<file path="src/rtl/la_pkg.sv">
// la_pkg: shared grant encodings, FSM states and default sizing for la_axis_arbiter
package la_pkg;
  typedef enum logic [1:0] {GNT_NONE = 2'b00, GNT_LA = 2'b01, GNT_USR = 2'b10} grant_t;
  typedef enum logic [1:0] {S_IDLE, S_GNT_LA, S_GNT_USR} state_t;
  localparam int DEF_DATA_WIDTH   = 32;
  localparam int DEF_MAX_BURST    = 16;
  localparam int DEF_STARVE_LIMIT = 4;
endpackage

</file>
<file path="src/rtl/la_rr_pick.sv">
// la_rr_pick: combinational winner select between LA and user streams while idle
module la_rr_pick
  import la_pkg::*;
#(
  parameter int STARVE_LIMIT = DEF_STARVE_LIMIT,
  parameter int SW           = $clog2(STARVE_LIMIT + 1)
) (
  input  logic          i_s0_valid,
  input  logic          i_s1_valid,
  input  logic          i_hpri,
  input  logic [SW-1:0] i_starve_cnt,
  input  grant_t        i_last_grant,
  output logic          o_valid,
  output logic          o_usr,
  output logic          o_force
);
  logic w_both;
  logic w_starved;
  assign w_both    = i_s0_valid & i_s1_valid;
  assign w_starved = i_starve_cnt >= SW'(STARVE_LIMIT);
  assign o_valid   = i_s0_valid | i_s1_valid;
  // a tie without priority goes to whichever source was not served last
  assign o_usr     = !w_both ? i_s1_valid : i_hpri ? w_starved : (i_last_grant == GNT_LA);
  assign o_force   = w_both & i_hpri & !w_starved;
endmodule

</file>
<file path="src/rtl/la_axis_arbiter.sv">
// la_axis_arbiter: packet-locked two-source AXIS arbiter (LA trace vs user stream)
// with LA priority, burst bounding and user-stream anti-starvation.
module la_axis_arbiter
  import la_pkg::*;
#(
  parameter int DATA_WIDTH   = DEF_DATA_WIDTH,
  parameter int MAX_BURST    = DEF_MAX_BURST,
  parameter int STARVE_LIMIT = DEF_STARVE_LIMIT
) (
  input  logic                    axis_clk,
  input  logic                    axis_rst,
  input  logic [DATA_WIDTH-1:0]   s0_tdata,
  input  logic [DATA_WIDTH/8-1:0] s0_tstrb,
  input  logic [DATA_WIDTH/8-1:0] s0_tkeep,
  input  logic                    s0_tlast,
  input  logic [1:0]              s0_tuser,
  input  logic                    s0_tvalid,
  output logic                    s0_tready,
  input  logic [DATA_WIDTH-1:0]   s1_tdata,
  input  logic [DATA_WIDTH/8-1:0] s1_tstrb,
  input  logic [DATA_WIDTH/8-1:0] s1_tkeep,
  input  logic                    s1_tlast,
  input  logic [1:0]              s1_tuser,
  input  logic                    s1_tvalid,
  output logic                    s1_tready,
  input  logic                    la_hpri_req,
  output logic [DATA_WIDTH-1:0]   m_tdata,
  output logic [DATA_WIDTH/8-1:0] m_tstrb,
  output logic [DATA_WIDTH/8-1:0] m_tkeep,
  output logic                    m_tlast,
  output logic [1:0]              m_tuser,
  output logic                    m_tvalid,
  input  logic                    m_tready,
  output logic [1:0]              grant_id
);
  localparam int BW = $clog2(MAX_BURST + 1);
  localparam int SW = $clog2(STARVE_LIMIT + 1);
  state_t        r_state;
  grant_t        r_grant_id;
  grant_t        r_last_grant;
  logic [BW-1:0] r_beat_cnt;
  logic [SW-1:0] r_starve_cnt;
  logic          w_la;
  logic          w_usr;
  logic          w_src_last;
  logic          w_limit;
  logic          w_fire;
  logic          w_pick_valid;
  logic          w_pick_usr;
  logic          w_pick_force;
  assign w_la       = r_state == S_GNT_LA;
  assign w_usr      = r_state == S_GNT_USR;
  // pure combinational pass-through; everything reads as zero while idle
  assign m_tdata    = w_la ? s0_tdata  : w_usr ? s1_tdata  : '0;
  assign m_tstrb    = w_la ? s0_tstrb  : w_usr ? s1_tstrb  : '0;
  assign m_tkeep    = w_la ? s0_tkeep  : w_usr ? s1_tkeep  : '0;
  assign m_tuser    = w_la ? s0_tuser  : w_usr ? s1_tuser  : '0;
  assign m_tvalid   = w_la ? s0_tvalid : w_usr ? s1_tvalid : 1'b0;
  assign w_src_last = w_la ? s0_tlast  : w_usr ? s1_tlast  : 1'b0;
  assign w_limit    = r_beat_cnt == BW'(MAX_BURST - 1);
  assign m_tlast    = (w_la | w_usr) & (w_src_last | w_limit);
  assign s0_tready  = w_la & m_tready;
  assign s1_tready  = w_usr & m_tready;
  assign w_fire     = m_tvalid & m_tready;
  assign grant_id   = r_grant_id;
  la_rr_pick #(.STARVE_LIMIT(STARVE_LIMIT), .SW(SW)) u_pick (
    .i_s0_valid   (s0_tvalid),
    .i_s1_valid   (s1_tvalid),
    .i_hpri       (la_hpri_req),
    .i_starve_cnt (r_starve_cnt),
    .i_last_grant (r_last_grant),
    .o_valid      (w_pick_valid),
    .o_usr        (w_pick_usr),
    .o_force      (w_pick_force)
  );
  always_ff @(posedge axis_clk or posedge axis_rst) begin
    if (axis_rst) begin
      r_state      <= S_IDLE;
      r_grant_id   <= GNT_NONE;
      r_last_grant <= GNT_USR;
      r_beat_cnt   <= '0;
      r_starve_cnt <= '0;
    end else if (r_state == S_IDLE) begin
      if (w_pick_valid) begin
        r_state      <= w_pick_usr ? S_GNT_USR : S_GNT_LA;
        r_grant_id   <= w_pick_usr ? GNT_USR : GNT_LA;
        r_last_grant <= w_pick_usr ? GNT_USR : GNT_LA;
        r_beat_cnt   <= '0;
        r_starve_cnt <= w_pick_force ? r_starve_cnt + SW'(1) : (w_pick_usr || !s1_tvalid) ? '0 : r_starve_cnt;
      end
    end else if (w_fire) begin
      r_beat_cnt <= r_beat_cnt + BW'(1);
      if (w_src_last || w_limit) begin
        r_state    <= S_IDLE;
        r_grant_id <= GNT_NONE;
      end
    end
  end
endmodule

</file>
<file path="config.mk">
export PLATFORM = sky130hd
export DESIGN_NAME = la_axis_arbiter
export DESIGN_NICKNAME = d
export VERILOG_FILES = /design/src/rtl/la_pkg.sv /design/src/rtl/la_rr_pick.sv /design/src/rtl/la_axis_arbiter.sv
export SDC_FILE = /design/constraint.sdc
export NUM_CORES = 1
export LEC_CHECK = 0
export CAP_MARGIN = 5
export CELL_PAD_IN_SITES_DETAIL_PLACEMENT = 1
export CELL_PAD_IN_SITES_GLOBAL_PLACEMENT = 2
export CORE_UTILIZATION = 11
export DETAILED_ROUTE_END_ITERATION = 8
export PLACE_DENSITY = 0.81
export SYNTH_ARGS = -nofsm -noshare
export SYNTH_HDL_FRONTEND = slang
export SYNTH_SLANG_ARGS = --single-unit
</file>
<file path="constraint.sdc">
create_clock -name axis_clk -period 1.9 [get_ports axis_clk]
set_input_delay 0.57 -clock axis_clk [delete_from_list [all_inputs] [get_ports axis_clk]]
set_output_delay 0.57 -clock axis_clk [all_outputs]
set_load 0.1 [all_outputs]
</file>
# Yosys cells after proc, flatten, opt, wreduce, memory -nomap -nowiden
# Index checks and enable logic that the tools add are counted.
dict set report op_classes {
  add_sub_neg 2
  magnitude_cmp 1
  eq_ne 5
  mux 24
  n_bitwise 10
  reduce_logical 12
}
# cell n
set ops {}
lappend ops {{32-bit two-way mux} 2}
lappend ops {{4-bit two-way mux} 4}
lappend ops {{5-bit two-way mux} 3}
lappend ops {{2-bit two-way mux} 7}
lappend ops {{1-bit AND} 7}
lappend ops {{1-bit two-way mux} 6}
lappend ops {{3-bit two-way mux} 2}
lappend ops {{3-bit AND reduction} 2}
lappend ops {{2-bit nonzero test} 3}
lappend ops {{5-bit by 1-bit adder with 5-bit output (second input constant)} 1}
lappend ops {{5-bit by 4-bit equality test with 1-bit output (second input constant)} 1}
lappend ops {{2-bit by 1-bit equality test with 1-bit output (second input constant)} 2}
lappend ops {{2-bit AND reduction} 2}
lappend ops {{3-bit by 1-bit adder with 3-bit output (second input constant)} 1}
lappend ops {{3-bit >= comparator (second input constant)} 1}
lappend ops {{1-bit bitwise OR} 3}
lappend ops {{2-bit equality test (second input constant)} 1}
lappend ops {{1-bit zero test} 2}
lappend ops {{2-bit zero test} 1}
lappend ops {{1-bit logical OR} 2}
lappend ops {{2-bit by 1-bit inequality test with 1-bit output (second input constant)} 1}
dict set report totals {
  regBits 12
  inputBits 92
  out_inout_bits 48
  wordCells 58
}

# Logic depth before layout (Yosys ltp)
# Gate-level depths: netlist (run 1).
dict set report depth {
  depth_word 7
  ltp_mapped 7
  depth_no_buf 7
}

# Cells and area by module
# A second synthesis (run 1) with hierarchy kept.
dict set report unflattened {
  cells_unflattened 213
  hier_area_um2 1330.0
}
# mod n_inst cells_each area_each_um2 seq_area_each_um2
set by_module_without_submodules {}
lappend by_module_without_submodules {la_axis_arbiter 1 207 1290.0 301.5}
lappend by_module_without_submodules {la_rr_pick 1 6 40.0 0.0}

# Least setup slack after synthesis (run 1)
# No wires, ideal clock.
dict set report synth_timing {
  path_kind {reg2out}
  start {reg grant_id[1] (netlist name)}
  end {out m_tdata[0]}
  arrival_time_ns 3.833
  required_ns 1.330
  setup_slack_ns -2.503
  stages_incl_launch_ff 6
  cell_sequence {dfrtp_1 > ha_1 > buf_2 > buf_1 > nand2_1 > o21ai_0}
}
# element line_no
set synth_rtl {}
lappend synth_rtl {{end, declared} la_axis_arbiter.sv:27} ;# output logic [DATA_WIDTH-1:0] m_tdata,

==> flow_summary.yaml, run 1 <==
synth:
  synth_top_area_frac: 0.261
  seq_area_frac_synth: 0.233
  synth_edf_count: 0
  synth_top_family_by_area: "simple AND/OR/NAND/NOR gates"
  synth_adder_area_share: 0.0676
  yosysTopAreaCell: "nand2_1"
  synth_ff_type: "dfrtp_1"
  ys_types: 32
  ys_seq_elements: 12
  synth_area_leaders: "nand2_1 26%, dfrtp_1 21%, o21ai_0 16%"
  synth-simple-area-share: 0.324
  muxShareOfSynthArea: 0.0164
  synth-xor-area-share: 0
  synth_nets: 308
  synth_compound_area_frac: 0.288
  synth_area_sq_um: 1290
  synth_area_per_cell_sq_um: 6.20
  synthCells: 209
  ys_warn_count: 0
  ys_async_sr_fraction: 1.00
drt:
  final_antenna_net_count: 0
  drt_iter0_markers: 50
  avgViaCountPerCell: 4.13
  wl_per_cell_microns: 14.1
  drc_errors: 0
  wirelength_mm: 7.52
  vias: 2208
  first_pass_iters: 4
floorplan:
  die_w_microns: 111
  ioPinCount: 140
  die_h_microns: 111
  placement_rows: 39
  core_area_sq_um: 11500
  start_util: 0.113
  die-area_sq_um: 12200
timing:
  maxSlewViolCount: 0
  hold_viol_final: 0
  setup_slack_ps: -381
  max_slew.worst_pin.slew_ps: 490
  setup_tns_ps: -15600
  min_period_over_period: 1.20
  max_freq_mhz: 438
  fin_hold_ws_ps: 479
  skew_ps: 4.59
  period_minus_slack_ps: 2280
  rsz0062_at_grt: "true"
  final-setup-viol-count: 53
  relSlewSlack: 0.673
finish:
  layout.nets: 492
  synthToLayoutAreaGrowth_pct: 260
  drive_gt1_frac: 0.569
  final_cells: 535
  final_common_cell: "clkdlybuf4s50_1"
  multi_input_area_sq_um: 1600
  n_antenna_cell: 0
  nFillCells: 1261
  final_cell_mix: "91 x clkdlybuf4s50_1, 55 x buf_12, 48 x nand2_2"
  final_util: 0.406
  seq_area_sq_um: 309
power:
  sequentialPowerShare: 0.045
  netSwitchingFraction: 0.568
  switchingPower_mw: 5.36
  combPwrFrac: 0.914
  power_frac_clock: 0.042
  p_int_mw: 4.07
  leakage_nw: 1.85
  power_density_nw_per_um2: 2030
  peakVddDrop_v: 0.00137
placed_design:
  io_buffers: 139
  place_congestion: 0.742
  pre_cts_ws_ps: -277
  placed_cells: 515
  hpwl_mm: 6.13
clock_network:
  clockBufferDepth: 2
  cts_sinks: 12
  cts_tree: "yes"
  clockRootBuffer: "clkbuf_16"
  ctsHoldBuffers: 0
  clock_latency_ps: 240
  htreeDepth: 1
  clk_pin_slew_ps: 40
  cts_buffers: 3
critical_path:
  path_cells: "inv_4 -> ha_4 -> buf_12 -> nor2b_4 -> a22o_4 -> buf_12"
  path_delay_family: "flip-flops"
  startpoint_type: "flop"
  max_stage_delay_ps: 500
  worstPathArrival_ps: 1710
  worstPathMaxFanout: 11
  r2r-start: "grant_id[1]"
  rrSetupSlack_ps: -90
  worstPathRequired_ps: 1330
  slowest_stage: "dfrtp_4"
  end_kind: "output pin"
  cpMostUsedCell: "buf_12"
  critPathBufInv: 3
  reg2reg_depth: 8
  rr_endpoint: "grant_id[1]"
  path_class: "flop to output pin"
worst_hold_path:
  hold_end: "r_beat_cnt[3]"
  hold_depth: 1
  hp-start: "r_beat_cnt[3]"
  hold_class: "flop to flop"
grt:
  antenna_found_initial: 0
  grt_max_degree: 20
  grt_use_total: 0.122
  grt_pass1_vias: 2437
  gr-total-overflow: 0
  grt_pass1_wl_mm: 12.3
outcome:
  violations: "setup timing"
  run_status: "finished, violations left"
job:
  drv_cap: 0
[through the flow]
stage	area, sq um	power (mW)
6_report	4660	9.43
5_1_grt	4660	9.78
4_1_cts	4550	9.37
3_5_place_dp	4280	8.48
3_3_place_gp	4280	8.38
2_1_floorplan	2040	5.70
[what timing repair did]
action / in CTS / in global routing
pin swaps: 6 / 13
buffers inserted: 7 / 8
gates resized for setup: 28 / 13
endpoints found under the setup margin: 47 / 53
cloned: 2 / 0
[layer usage]
metal,share of wire,track usage,up-vias
li1,-,-,1062
met4,0.0039,0.0160,0
met2,0.55,0.235,83
met3,0.042,0.0132,4
met5,0,0,-
met1,0.41,0.147,1059
[kinds of logic after synthesis]
logic type / count (synthesis)
multiplexers: 2
AND/OR/NAND/NOR: 101
flip-flops: 12
AO/OA/AOI/OAI: 63
buffers and inverters: 24
adder cells (fa/ha/maj): 7
[power by group through the flow]
stage                     clock (mW)  sequential (mW)  combinational, mW
after floorplan                    0            0.559               5.15
after global placement             0            0.416               7.96
after detailed placement           0            0.427               8.05
after CTS                      0.399            0.426               8.55
after global routing           0.406            0.438               8.94
final                          0.393            0.422               8.62
[cell type report]
class / count / area share
Tap cell: 143 / 0.0384
Sequential cell: 12 / 0.0664
Timing Repair Buffer: 193 / 0.526
Inverter: 10 / 0.00914
Multi-Input combinational cell: 173 / 0.343
Clock buffer: 4 / 0.0169
[cells in the mapped netlist, types with 2 or more instances]
library cell / n
buf_1: 11
inv_1: 10
buf_2: 2
o21ai_0: 42
a22o_1: 5
o22ai_1: 2
ha_1: 7
dfrtp_1: 11
and2_1: 3
o21ai_1: 2
a21oi_1: 4
nand2_1: 90
[state kept, by name, indices dropped and copies added, names as in the netlist]
name,cells
r_starve_cnt,3
grant_id,2
r_beat_cnt,5
r_last_grant,2
[worst register-to-register path, delay by kind of cell, from the launching register on]
family          cells  cell delay (ps)
fa+ha+maj           1              270
buf+inv             3              340
simple gates        2              310
flops               1              500
compound gates      2              440
[worst max path at each step]
stage,slack (ps),end,cells past startpoint,from
final,-380,m_tkeep[3],6,grant_id[1]
after global routing,-440,m_tdata[21],7,grant_id[0]
after CTS,-420,m_tlast,7,grant_id[0]
after detailed placement,-280,m_tlast,5,s1_tlast
after global placement,-230,m_tlast,5,s1_tlast
after floorplan,-440,m_tdata[0],6,grant_id[0]
(Power assumes the default switching activity.)
==> inputs of run 2 (changes only) <==
CTS_CLUSTER_DIAMETER = 60   (was not set)
==> results of run 2 <==
Same layout as run 1: the final DEF is identical, and so are final timing and power.
==> inputs of run 3 (changes only) <==
SETUP_SLACK_MARGIN = 0.3   (was not set)
==> run 3 against run 2 <==
Effect of this change:
- the flow still finishes with violations (setup timing)
- clock skew decreased by 2.1 ps
- cell count decreased by 0.56%
- non-clock buffer count decreased by 3
- via count decreased by 0.68%
- hold slack improved by 9.6 ps
- clock power increased by 10%
- fmax decreased by 1.7%
- flip-flop and latch count unchanged
- sequential share of layout area decreased by 0.072 points
- critical path depth unchanged
- total power decreased by 1.3%
- count of clock-buffer cells in the layout unchanged
- critical path type unchanged
- critical endpoint is now m_tstrb[3]
- highest routed layer unchanged
==> flow_summary.yaml, run 3 (synthesis results as in run 1) <==
clock_network:
  htreeDepth: 1
  clk_pin_slew_ps: 40
  cts_tree: "yes"
  cts_sinks: 12
  cts_buffers: 3
  clock_latency_ps: 240
  clockRootBuffer: "clkbuf_16"
  clockBufferDepth: 2
timing:
  maxSlewViolCount: 0
  relSlewSlack: 0.653
  period_minus_slack_ps: 2320
  max_slew.worst_pin.slew_ps: 520
  rsz0062_at_grt: "true"
  skew_ps: 2.45
  hold_viol_final: 0
  max_freq_mhz: 431
  setup_slack_ps: -420
  final-setup-viol-count: 53
  min_period_over_period: 1.22
finish:
  n_antenna_cell: 0
  top_register: "r_beat_cnt"
  top_regs: "r_beat_cnt: 5 flops, r_starve_cnt: 3 flops"
  final_cell_mix: "89 x clkdlybuf4s50_1, 54 x buf_12, 48 x nand2_1"
  synthToLayoutAreaGrowth_pct: 263
  final_cells: 532
  final_common_cell: "clkdlybuf4s50_1"
  largest_reg_flops: 5
  final_util: 0.410
  layout.nets: 489
  drive_gt1_frac: 0.558
power:
  netSwitchingFraction: 0.577
  power_frac_clock: 0.047
  power_density_nw_per_um2: 1980
  combPwrFrac: 0.908
  switchingPower_mw: 5.37
  peakVddDrop_v: 0.00138
  p_int_mw: 3.94
  leakage_nw: 1.90
  sequentialPowerShare: 0.046
drt:
  wirelength_mm: 7.60
  avgViaCountPerCell: 4.12
  wl_per_cell_microns: 14.3
  first_pass_iters: 4
  drt_iter0_markers: 54
  drc_errors: 0
  vias: 2193
  final_antenna_net_count: 0
grt:
  grt_pass1_vias: 2449
  gr-total-overflow: 0
  antenna_found_initial: 0
  grt_max_degree: 31
  grt_use_total: 0.124
  grt_pass1_wl_mm: 12.4
critical_path:
  worstPathArrival_ps: 1750
  end_kind: "output pin"
  worstPathRequired_ps: 1330
  path_class: "flop to output pin"
  crit_end: "m_tstrb[3]"
  r2r-start: "grant_id[0]"
  rr_endpoint: "grant_id[1]"
  crit_start: "grant_id[1]"
  reg2reg_depth: 9
  rrSetupSlack_ps: -150
  worstPathMaxFanout: 8
  startpoint_type: "flop"
floorplan:
  placement_rows: 39
  die-area_sq_um: 12200
  die_w_microns: 111
  ioPinCount: 140
  core_area_sq_um: 11500
  start_util: 0.113
  die_h_microns: 111
placed_design:
  io_buffers: 139
  placed_cells: 517
  hpwl_mm: 6.12
  place_congestion: 0.769
outcome:
  violations: "setup timing"
  run_status: "finished, violations left"
worst_hold_path:
  hold_class: "flop to flop"
job:
  drv_cap: 0
run 3: cell types whose count changed in the layout (fill, tap and decap cells not counted), moves of 2 or more:
cell,before,now
nand2_2,48,31
nand2_1,38,48
nand2_4,3,10
buf_4,35,33
clkdlybuf4s50_1,91,89
ha_2,3,1
ha_4,2,4
run 3: cell type report:
class / count / area, sq um
well taps: 143 / 179
flip-flops and latches: 12 / 309
repair buffers: 190 / 2410
clock buffers: 4 / 88.8
multi-input cells: 173 / 1680
fillers: 1265 / 6760
inverters: 10 / 42.5
run 3: critical path: stages, from the launching register on:
cell and delay (ps):
dfrtp_4 490, buf_4 150, ha_4 160, buf_12 140, nor2b_4 150, a22o_4 230, buf_12 160
run 3: worst min path at each step:
stage	from	endpoint	cells past startpoint
2_1_floorplan	axis_rst	r_beat_cnt[0]	1
3_3_place_gp	r_beat_cnt[3]	r_beat_cnt[3]	1
3_5_place_dp	r_beat_cnt[3]	r_beat_cnt[3]	1
4_1_cts	r_beat_cnt[3]	r_beat_cnt[3]	1
5_1_grt	r_beat_cnt[3]	r_beat_cnt[3]	1
6_report	r_beat_cnt[3]	r_beat_cnt[3]	1
run 3: per-layer routing:
layer	wire, microns	GRT usage	up-vias
li1	-	-	1056
met1	3100	0.145	1045
met2	4080	0.236	84
met3	348	0.0187	8
met4	69	0.0267	0
met5	0	0	-
run 3: per-stage QoR:
| stage | instance area [sq um] | power, mW | setup WS [ps] | hold WS [ps] | setup TNS (ps) |
|---|---|---|---|---|---|
| floorplan | 2060 | 5.72 | -437 | 434 | -18310 |
| global placement | 4300 | 8.38 | -225 | 453 | -7120 |
| detailed placement | 4300 | 8.50 | -246 | 466 | -8030 |
| CTS | 4540 | 9.18 | -421 | 484 | -18300 |
| global route | 4710 | 9.67 | -460 | 510 | -20460 |
| finish | 4710 | 9.31 | -420 | 488 | -17100 |
run 3: power by group through the flow:
stage	combinational, mW	sequential (mW)	clock (mW)
5_1_grt	8.78	0.437	0.453
3_5_place_dp	8.07	0.423	0
3_3_place_gp	7.96	0.418	0
6_report	8.45	0.424	0.433
4_1_cts	8.31	0.427	0.443
2_1_floorplan	5.15	0.562	0
run 3: repair_timing:
action                     CTS  global route
hold buffers                 0             0
setup endpoints to repair   58            60
cloned                       1             1
pin swaps                    6            43
resized for setup           22            27
setup buffers                5             4
